**config.mk**
```make
export PLATFORM = sky130hd
export DESIGN_NAME = clk_en_gen_flat
export DESIGN_NICKNAME = d
export VERILOG_FILES = /design/src/rtl/clk_en_gen_pkg.sv /design/src/rtl/clk_en_gen_if.sv /design/src/rtl/sync_ff.sv /design/src/rtl/clk_en_gen.sv /design/src/flat_wrapper.sv
export SDC_FILE = /design/constraint.sdc
export NUM_CORES = 1
export LEC_CHECK = 0
export ABC_AREA = 1
export CAP_MARGIN = 20
export CORE_ASPECT_RATIO = 1.75
export CORE_UTILIZATION = 53
export CTS_CLUSTER_DIAMETER = 50
export CTS_CLUSTER_SIZE = 25
export DETAILED_ROUTE_END_ITERATION = 12
export PLACE_DENSITY = 0.79
export SETUP_SLACK_MARGIN = 0.02
export SYNTH_ARGS = -nofsm -noshare
export SYNTH_HDL_FRONTEND = slang
export SYNTH_SLANG_ARGS = --single-unit
```
**constraint.sdc**
```tcl
create_clock -name clk_in -period 2 [get_ports clk_in]
set_input_delay 0.4 -clock clk_in [delete_from_list [all_inputs] [get_ports clk_in]]
set_output_delay 0.4 -clock clk_in [all_outputs]
set_load 0.02 [all_outputs]
```
**src/rtl/clk_en_gen_pkg.sv**
```systemverilog
// clk_en_gen_pkg
//   Shared types and default configuration for the clock-enable generator:
//   the sequencer state encoding and the default parameter values used by
//   clk_en_gen, clk_en_gen_if and the bench.
package clk_en_gen_pkg;

    typedef enum logic [1:0] {
        ST_WAIT_LOCK = 2'd0,
        ST_STABLE    = 2'd1,
        ST_RUN       = 2'd2,
        ST_HALT      = 2'd3
    } state_e;

    localparam int DEF_NUM_CH        = 2;
    localparam int DEF_DIV_W         = 8;
    localparam int DEF_STABLE_CYCLES = 1024;
    localparam int DEF_SYNC_STAGES   = 2;

endpackage

```
**src/rtl/clk_en_gen_if.sv**
```systemverilog
// clk_en_gen_if
//   Bundles the divide-programming inputs and the generator status outputs.
//   Ports (signals):
//     div_in        NUM_CH*DIV_W  packed divide values, channel 0 in LSBs
//     div_load_in   1             one-cycle strobe capturing div_in
//     sys_rst_n_out 1             registered system reset, high only in RUN
//     ce_out        NUM_CH        per-channel one-cycle clock-enable pulses
//     running_out   1             high while in RUN
//     lock_lost_out 1             sticky: lock dropped while in RUN
//   Modports: master (programs dividers, observes status), slave (generator).
interface clk_en_gen_if
    import clk_en_gen_pkg::*;
#(
    parameter int NUM_CH = DEF_NUM_CH,
    parameter int DIV_W  = DEF_DIV_W
) ();

    logic [NUM_CH*DIV_W-1:0] div_in;
    logic                    div_load_in;
    logic                    sys_rst_n_out;
    logic [NUM_CH-1:0]       ce_out;
    logic                    running_out;
    logic                    lock_lost_out;

    modport master (
        output div_in, div_load_in,
        input  sys_rst_n_out, ce_out, running_out, lock_lost_out
    );

    modport slave (
        input  div_in, div_load_in,
        output sys_rst_n_out, ce_out, running_out, lock_lost_out
    );

endinterface

```
**src/rtl/sync_ff.sv**
```systemverilog
// sync_ff
//   Multi-flop synchroniser for a single asynchronous level signal.
//   Ports:
//     clk_in   destination clock
//     rst_n_in asynchronous active-low reset (clears all stages to 0)
//     d_in     asynchronous input
//     q_out    synchronised output, STAGES cycles of latency
module sync_ff #(
    parameter int STAGES = 2
) (
    input  logic clk_in,
    input  logic rst_n_in,
    input  logic d_in,
    output logic q_out
);

    logic [STAGES-1:0] ff;

    always_ff @(posedge clk_in or negedge rst_n_in) begin
        if (!rst_n_in) ff <= '0;
        else           ff <= {ff[STAGES-2:0], d_in};
    end

    assign q_out = ff[STAGES-1];

endmodule

```
**src/rtl/clk_en_gen.sv**
```systemverilog
// clk_en_gen
//   Waits for a synchronised PLL lock to stay high for STABLE_CYCLES, then
//   releases the system reset and produces per-channel clock-enable pulses
//   at programmable divide ratios.
//   Ports:
//     clk_in        single clock, all logic on its rising edge
//     rst_n_in      asynchronous active-low reset
//     pll_locked_in PLL lock, asynchronous to clk_in
//     bus           clk_en_gen_if.slave (div_in, div_load_in, sys_rst_n_out,
//                   ce_out, running_out, lock_lost_out)
//   Build option: CLK_EN_GEN_LOCK_RECOVERY_EN -- when defined, losing lock in
//   RUN returns to WAIT_LOCK and re-qualifies; otherwise the block parks in
//   HALT until reset.
module clk_en_gen
    import clk_en_gen_pkg::*;
#(
    parameter int NUM_CH        = DEF_NUM_CH,
    parameter int DIV_W         = DEF_DIV_W,
    parameter int STABLE_CYCLES = DEF_STABLE_CYCLES,
    parameter int SYNC_STAGES   = DEF_SYNC_STAGES
) (
    input  logic         clk_in,
    input  logic         rst_n_in,
    input  logic         pll_locked_in,
    clk_en_gen_if.slave  bus
);

    localparam int                SC_W    = $clog2(STABLE_CYCLES);
    localparam logic [SC_W-1:0]   SC_LAST = SC_W'(STABLE_CYCLES - 1);
    localparam logic [DIV_W-1:0]  DIV_ONE = DIV_W'(1);

    logic            lock_s;
    state_e          state;
    logic [SC_W-1:0] stable_cnt;
    logic            running;
    logic            sys_rst_n;
    logic            lock_lost;
    logic [NUM_CH-1:0] ce;

    sync_ff #(.STAGES(SYNC_STAGES)) u_lock_sync (
        .clk_in   (clk_in),
        .rst_n_in (rst_n_in),
        .d_in     (pll_locked_in),
        .q_out    (lock_s)
    );

    // Sequencer. running/sys_rst_n are written alongside the state so they
    // are plain flops that track (state == ST_RUN) with no extra delay.
    always_ff @(posedge clk_in or negedge rst_n_in) begin
        if (!rst_n_in) begin
            state      <= ST_WAIT_LOCK;
            stable_cnt <= '0;
            running    <= 1'b0;
            sys_rst_n  <= 1'b0;
            lock_lost  <= 1'b0;
        end else begin
            case (state)
                ST_WAIT_LOCK: begin
                    if (lock_s) begin
                        state      <= ST_STABLE;
                        stable_cnt <= '0;
                    end
                end
                ST_STABLE: begin
                    if (!lock_s) begin
                        state <= ST_WAIT_LOCK;
                    end else if (stable_cnt == SC_LAST) begin
                        state     <= ST_RUN;
                        running   <= 1'b1;
                        sys_rst_n <= 1'b1;
                    end else begin
                        stable_cnt <= stable_cnt + 1'b1;
                    end
                end
                ST_RUN: begin
                    if (!lock_s) begin
                        lock_lost <= 1'b1;
                        running   <= 1'b0;
                        sys_rst_n <= 1'b0;
`ifdef CLK_EN_GEN_LOCK_RECOVERY_EN
                        state     <= ST_WAIT_LOCK;
`else
                        state     <= ST_HALT;
`endif
                    end
                end
                ST_HALT: state <= ST_HALT;
                default: state <= ST_WAIT_LOCK;
            endcase
        end
    end

    for (genvar i = 0; i < NUM_CH; i++) begin : g_ch
        logic [DIV_W-1:0] act_div;
        logic [DIV_W-1:0] pend_div;
        logic [DIV_W-1:0] cnt;
        logic [DIV_W-1:0] last;
        logic [DIV_W-1:0] nxt_pend;
        logic             tc;

        // A load in the same cycle bypasses the pending register so a value
        // written on the terminal-count cycle applies to the next period.
        assign nxt_pend = bus.div_load_in ? bus.div_in[i*DIV_W +: DIV_W] : pend_div;
        // Divide values 0 and 1 both mean "every cycle".
        assign last     = (act_div <= DIV_ONE) ? '0 : act_div - DIV_ONE;
        assign tc       = (cnt == last);
        assign ce[i]    = running & tc;

        always_ff @(posedge clk_in or negedge rst_n_in) begin
            if (!rst_n_in) begin
                act_div  <= DIV_ONE;
                pend_div <= DIV_ONE;
                cnt      <= '0;
            end else begin
                pend_div <= nxt_pend;
                if (!running || tc) act_div <= nxt_pend;
                // !lock_s while running is exactly the RUN-exit edge, so the
                // counter is already 0 in the first cycle outside RUN.
                if (!running || !lock_s || tc) cnt <= '0;
                else                           cnt <= cnt + 1'b1;
            end
        end
    end

    assign bus.ce_out        = ce;
    assign bus.sys_rst_n_out = sys_rst_n;
    assign bus.running_out   = running;
    assign bus.lock_lost_out = lock_lost;

endmodule

```
**src/flat_wrapper.sv**
```systemverilog
// flat-port wrapper written by rule: the top's interface ports become plain ports
module clk_en_gen_flat import clk_en_gen_pkg::*;
#(
    parameter int NUM_CH        = DEF_NUM_CH,
    parameter int DIV_W         = DEF_DIV_W,
    parameter int STABLE_CYCLES = DEF_STABLE_CYCLES,
    parameter int SYNC_STAGES   = DEF_SYNC_STAGES
)
  (clk_in, rst_n_in, pll_locked_in, bus_div_in, bus_div_load_in, bus_sys_rst_n_out, bus_ce_out, bus_running_out, bus_lock_lost_out);
  clk_en_gen_if #(.NUM_CH(NUM_CH), .DIV_W(DIV_W)) bus_i ();
  input  logic clk_in;
  input  logic rst_n_in;
  input  logic pll_locked_in;
  input wire logic [$bits(bus_i.div_in)-1:0] bus_div_in;
  input wire logic [$bits(bus_i.div_load_in)-1:0] bus_div_load_in;
  output wire logic [$bits(bus_i.sys_rst_n_out)-1:0] bus_sys_rst_n_out;
  output wire logic [$bits(bus_i.ce_out)-1:0] bus_ce_out;
  output wire logic [$bits(bus_i.running_out)-1:0] bus_running_out;
  output wire logic [$bits(bus_i.lock_lost_out)-1:0] bus_lock_lost_out;
  assign bus_i.div_in = bus_div_in;
  assign bus_i.div_load_in = bus_div_load_in;
  assign bus_sys_rst_n_out = bus_i.sys_rst_n_out;
  assign bus_ce_out = bus_i.ce_out;
  assign bus_running_out = bus_i.running_out;
  assign bus_lock_lost_out = bus_i.lock_lost_out;
  clk_en_gen #(.NUM_CH(NUM_CH), .DIV_W(DIV_W), .STABLE_CYCLES(STABLE_CYCLES), .SYNC_STAGES(SYNC_STAGES)) u_core (.clk_in(clk_in), .rst_n_in(rst_n_in), .pll_locked_in(pll_locked_in), .bus(bus_i));
endmodule
```
## Word-level counts from Yosys, hierarchy flattened

Cells that the tools add are included.

- Memories: 0
- Flip-flop bits (word level): 64
- Input port bits: 20
- Latch bits: 0
- Output and inout bits: 5
- Bits in read-only memories: 0
- RAM bits: 0
- Logic and storage cells: 66

- Bitwise gates (word level): 3
- Divide/modulo/power cells: 0
- Equal/unequal tests: 12
- Shift operators: 0
- Mux-type cells: 19
- Add/sub/neg operators: 5
- $mul: 0
- $lt $le $gt $ge: 2
- Reduce and logical (&&, ||, !) cells: 14

Operators with widths:

| cell | number |
|---|---|
| 8-bit 2-to-1 mux | 6 |
| 10-bit 2-to-1 mux | 3 |
| 10-bit one-hot mux with 2 select lines | 1 |
| 8-bit by 1-bit adder with 8-bit output, second input constant | 2 |
| 8-bit equality test | 2 |
| 8-bit by 1-bit less-or-equal comparator with 1-bit output, second input constant | 2 |
| 8-bit by 1-bit subtractor with 8-bit output, second input constant | 2 |
| 10-bit by 1-bit adder with 10-bit output, second input constant | 1 |
| 10-bit equality test, second input constant | 1 |
| 2-bit 2-to-1 mux | 4 |
| 2-bit != test, second input constant | 4 |
| 2-bit one-hot mux with 4 select lines | 1 |
| 4-bit AND reduction | 2 |
| 1-bit logical OR | 5 |
| 2-bit equality test, second input constant | 2 |
| 2-bit nonzero test | 2 |
| 1-bit 2-to-1 mux | 3 |
| 3-bit by 2-bit != test with 1-bit output, second input constant | 1 |
| 3-bit AND reduction | 1 |
| 1-bit AND | 2 |
| 2-bit by 1-bit equality test with 1-bit output, second input constant | 1 |
| 1-bit logical NOT | 2 |
| 2-bit logical NOT | 1 |
| 2-bit by 1-bit != test with 1-bit output, second input constant | 1 |
| 3 further kinds | 3 |

## Longest topological paths before layout

- Depth in word-level cells: 5
- Gate-level depth with buffers: 16
- Gate-level depth less buffers: 15

## Hierarchy

Synthesis repeated with hierarchy kept, for this count alone.

- Cell total of the unflattened synthesis: 444
- Area, all modules: 3659.8 um^2

By module, submodules not included:

| module | cells each | instances | area an instance (um^2) | seq. area each (um^2) |
|---|---|---|---|---|
| clk_en_gen | 442 | 1 | 3609.7 | 1556.5 |
| sync_ff | 2 | 1 | 50.0 | 50.0 |

## Least setup slack after synthesis

No wires, ideal clock.

- Kind: register -> output
- Start point: register u_core.g_ch[1].act_div[0]
- End point: output port bus_ce_out[1]
- Arrival time: 2.097 ns
- Buffers on the path: 2
- Required time: 1.600 ns
- Stages on the path, launching flop included: 14
- Path slack: -0.497 ns
- Cells stage by stage: dfstp_2 > inv_1 > ha_1 > buf_4 > nor2_2 > nor2_1 > nand2_4 > buf_6 > nand3_1 > nand2_1 > nand3_1 > nor2_1 > nand2_1 > nor3_1

- Longest elaborated chain between the ends: 4
- Elaborated cells on any way between the ends: 5
- Classes of those cells: 1 x add/sub; 1 x order compare; 1 x eq/ne; 1 x mux; 1 x bitwise

RTL lines:

| item | line | source |
|---|---|---|
| start, declared | clk_en_gen.sv:94 | `logic [DIV_W-1:0] act_div;` |
| start signal, assigned | clk_en_gen.sv:116 | `if (!running \|\| tc) act_div <= nxt_pend;` |
| 8-bit by 1-bit subtractor with 8-bit output or 8-bit by 1-bit less-or-equal comparator with 1-bit output (tied branches) | clk_en_gen.sv:105 | `assign last = (act_div <= DIV_ONE) ? '0 : act_div - DIV_ONE;` |
| 8-bit 2-to-1 mux * | clk_en_gen.sv:105 |  |
| 8-bit equality test * | clk_en_gen.sv:106 | `assign tc = (cnt == last);` |
| 1-bit AND * | clk_en_gen.sv:107 | `assign ce[i] = running & tc;` |
| end, declared | flat_wrapper.sv:17 | `output wire logic [$bits(bus_i.ce_out)-1:0] bus_ce_out;` |

Every way passes the cells marked *; elsewhere a longest branch is shown, timed or not.

## Worst setup path after layout

- Start point: register u_core.g_ch[0].act_div[1]
- End point: output port bus_ce_out[0]

- Longest elaborated chain between the ends: 4
- Elaborated cells on any way between the ends: 5
- Classes of those cells: 1 x add/sub; 1 x order compare; 1 x eq/ne; 1 x mux; 1 x bitwise

RTL lines:

| item | line |
|---|---|
| start, declared | clk_en_gen.sv:94 |
| start signal, assigned | clk_en_gen.sv:116 |
| 8-bit by 1-bit subtractor with 8-bit output or 8-bit by 1-bit less-or-equal comparator with 1-bit output (tied branches) | clk_en_gen.sv:105 |
| 8-bit 2-to-1 mux * | clk_en_gen.sv:105 |
| 8-bit equality test * | clk_en_gen.sv:106 |
| 1-bit AND * | clk_en_gen.sv:107 |

Marks and branches as above.

==> flow_metrics.tcl <==
set metrics [dict create \
    status "finished with violations" \
    violations "setup timing" \
    startpoint "u_core.g_ch[0].act_div[1]" \
    worst-r2r-cell-count 14 \
    grt_first_pass_wirelength_mm 14.5 \
    initial_utilization 0.558 \
    route.vias.total 3375 \
    worst_slack_ps -665 \
    min_period_ps 2670 \
    ctsRootBufferMaster "clkbuf_8" \
    maxCapViolations 0 \
    core_area_mm2 0.00628 \
    grt_max_degree 65 \
    wl_met2_mm 5.20 \
    drt-initial-drc-count 202 \
    die_x_um 63.5 \
    wirelength_met1_mm 3.42 \
    critPathArrivalTime_ps 2270 \
    yosys.area.top_type_share 0.429 \
    die_h_um 110 \
    rrSetupSlack_ps -260 \
    finalPower_mw 3.28 \
    synthesis.nets 468 \
    fin_crit_sh 1.33 \
    crit_required_ps 1600 \
    synth-seq-cells 64 \
    ir_worst_vdd_mv 0.498 \
    yosysUniqueCellTypes 31 \
    critPathLaunchType "flop" \
    grt_usage 0.274 \
    ys_top_cells_by_area "dfrtp_1 43%, nand2_1 12%, nand3_1 7.7%" \
    syn_to_final_growth_pct 39.6 \
    dp_hpwl_mm 5.91 \
    gr-total-overflow 0 \
    crit_chain "inv_2, ha_4, buf_6, nand2_2, o21ai_0, nand3_1, nand2_1, nand2_1, nor2_2, nand3_4, nor2_4, buf_6" \
    first_global_vias 3324 \
    crit_path_max_fanout 3 \
    antenna_cells 0 \
    pin_count 25 \
    cts_buffers 9 \
    post-place-ws_ps -844 \
    syn-mean-instance-area_um2 7.94 \
    cp.depth 12 \
    totalWireLength_mm 9.38 \
    setup_tns_ps -7900 \
    fmax_mhz 375 \
    synthCells 441 \
    die-area_mm2 0.00695 \
    wl_met3_um 319 \
    yosysSeqAreaShare 0.459 \
    worstHoldPathType "in2async" \
    yosysWarnings 0 \
    crit_path_max_incr_delay_ps 410 \
    drc 0 \
    reg2reg_to "u_core.g_ch[1].cnt[5]" \
    max_slew.worst_pin.slew_ps 367 \
    fin_area_mm2 0.00489 \
    io_buffers 24 \
    finalHoldViolations 0 \
    synth_top_cell_by_area "dfrtp_1" \
    row_count 38 \
    ant_nets 0 \
    drive_above_1_share 0.353 \
    clock_sinks 64 \
    clk_latency_ps 340 \
    maxUsedRoutingLayer "met4" \
    rsz0062_at_grt "yes" \
    path_class "reg2out" \
    critPathBufInv 3 \
    cts.path.max_buffers 2 \
    cp_top_family "simple AND/OR/NAND/NOR gates" \
    setup.worst_path.end_class "primary output" \
    htreeDepth 3 \
    path_clk_slew_ps 70 \
    routedWlPerCell_um 15.2 \
    p_leak_nw 2.26 \
    dpl_cell_area_mm2 0.00430 \
    cts_tree "built" \
    fin_skew_ps 6.64 \
    cp_slowest_cell "dfrtp_1" \
    final_nets 561 \
    routed_via_density 5.45 \
    setup_violations 34 \
    slew_headroom 0.753 \
    r2r-start "u_core.g_ch[1].act_div[0]" \
    antenna_found_initial 0 \
    final_core_util 0.779 \
    gp_congestion 0.867 \
    drv_slew 0 \
    drtPass1Iterations 4 \
    p_per_area_mw_per_mm2 671 \
    syn_area_mm2 0.00350 \
]
## per-stage QoR
step                hold WS (ps)  cells
finish                      38.1    619
CTS                         61.9    614
floorplan                    104    441
detailed placement           345    593
global placement             335    593
global route                84.6    619
## cells in the mapped netlist
| library cell | instances |
|---|---|
| nand2_1 | 116 |
| dfrtp_1 | 60 |
| nand3_1 | 54 |
| nor2_1 | 52 |
| inv_1 | 50 |
| mux2_2 | 16 |
| nand4_1 | 12 |
| o21ai_0 | 11 |
| nor3_1 | 10 |
| xor2_1 | 10 |
| ha_1 | 7 |
| a21oi_1 | 6 |
| nor2_2 | 5 |
| buf_4 | 4 |
| dfstp_2 | 4 |
| xnor2_1 | 3 |
| buf_1 | 2 |
| buf_2 | 2 |
| inv_2 | 2 |
| nand2_4 | 2 |
| nand3_2 | 2 |
| o21bai_1 | 2 |
| and3_1 | 1 |
| buf_6 | 1 |
| clkbuf_1 | 1 |
| nand2_2 | 1 |
| nand3_4 | 1 |
| o21ai_1 | 1 |
| o31ai_1 | 1 |
| o32ai_1 | 1 |
| or2_2 | 1 |
## cells in the final DEF, fill, tap and decap left out, types with 2 or more instances in the layout
cell type / Yosys / layout
nand2_1: 116 / 89
dfrtp_1: 60 / 60
buf_4: 4 / 58
inv_1: 50 / 44
nand3_1: 54 / 44
nor2_1: 52 / 29
nand2_2: 1 / 26
clkdlybuf4s50_1: 0 / 21
nor2_2: 5 / 18
mux2_2: 16 / 16
nand4_1: 12 / 12
clkbuf_8: 0 / 11
xor2_1: 10 / 10
nor2_4: 0 / 10
nor3_1: 10 / 9
o21ai_0: 11 / 9
nand3_2: 2 / 9
inv_2: 2 / 6
a21oi_1: 6 / 6
buf_6: 1 / 6
nand3_4: 1 / 5
nand2_4: 2 / 4
dfstp_2: 4 / 4
o21ai_1: 1 / 3
xnor2_1: 3 / 3
ha_1: 7 / 3
ha_4: 0 / 3
inv_4: 0 / 2
o21bai_1: 2 / 2
nand2_8: 0 / 2
clkinv_2: 0 / 2
clkbuf_1: 1 / 2
## power breakdown
group          internal [mW]  switching [mW]  leakage, nW  total (mW)
Clock                  0.640           0.478        0.103        1.12
Sequential              1.39          0.0559        0.806        1.44
Combinational          0.327           0.394         1.35       0.721
## flip-flops by register name, summed over array words and instances, names as in the netlist
register and flops:
u_core.g_ch.act_div 16, u_core.g_ch.cnt 16, u_core.g_ch.pend_div 16, u_core.stable_cnt 10
u_core.state 2, u_core.u_lock_sync.ff 2, u_core.bus.lock_lost_out 1, u_core.bus.running_out 1
## logic make-up after synthesis
kind of cell | share of synthesized area
simple gates | 0.324
xor+xnor | 0.0325
buf+inv | 0.0736
compound gates | 0.0346
mux | 0.0514
fa+ha+maj | 0.0250
flops | 0.459
## repair_timing
action / CTS / global route
pin swaps: 14 / 19
hold buffers: 0 / 0
endpoints found under the setup margin: 43 / 40
buffers inserted: 2 / 6
gates cloned: 3 / 1
resized for setup: 33 / 70
## layer usage
layer | vias to the layer above | GRT usage
met5 | - | 0
met4 | 0 | 0.146
met3 | 38 | 0.0550
met2 | 87 | 0.513
met1 | 1636 | 0.280
li1 | 1614 | -
## worst max-delay path by stage
stage | to | slack, ps
2_1_floorplan | bus_ce_out[1] | -200
5_1_grt | bus_ce_out[0] | -770
4_1_cts | bus_ce_out[1] | -610
6_report | bus_ce_out[0] | -670
3_5_place_dp | bus_ce_out[0] | -840
3_3_place_gp | bus_ce_out[0] | -790
## cell type report
| cell class | instances | area [um^2] |
|---|---|---|
| well taps | 80 | 100 |
| inverters | 52 | 200 |
| flip-flops and latches | 64 | 1610 |
| multi-input cells | 318 | 2010 |
| fillers | 400 | 1390 |
| repair buffers | 89 | 778 |
| clock inverters | 3 | 40.0 |
| clock buffers | 13 | 159 |
(Power assumes the default switching activity.)
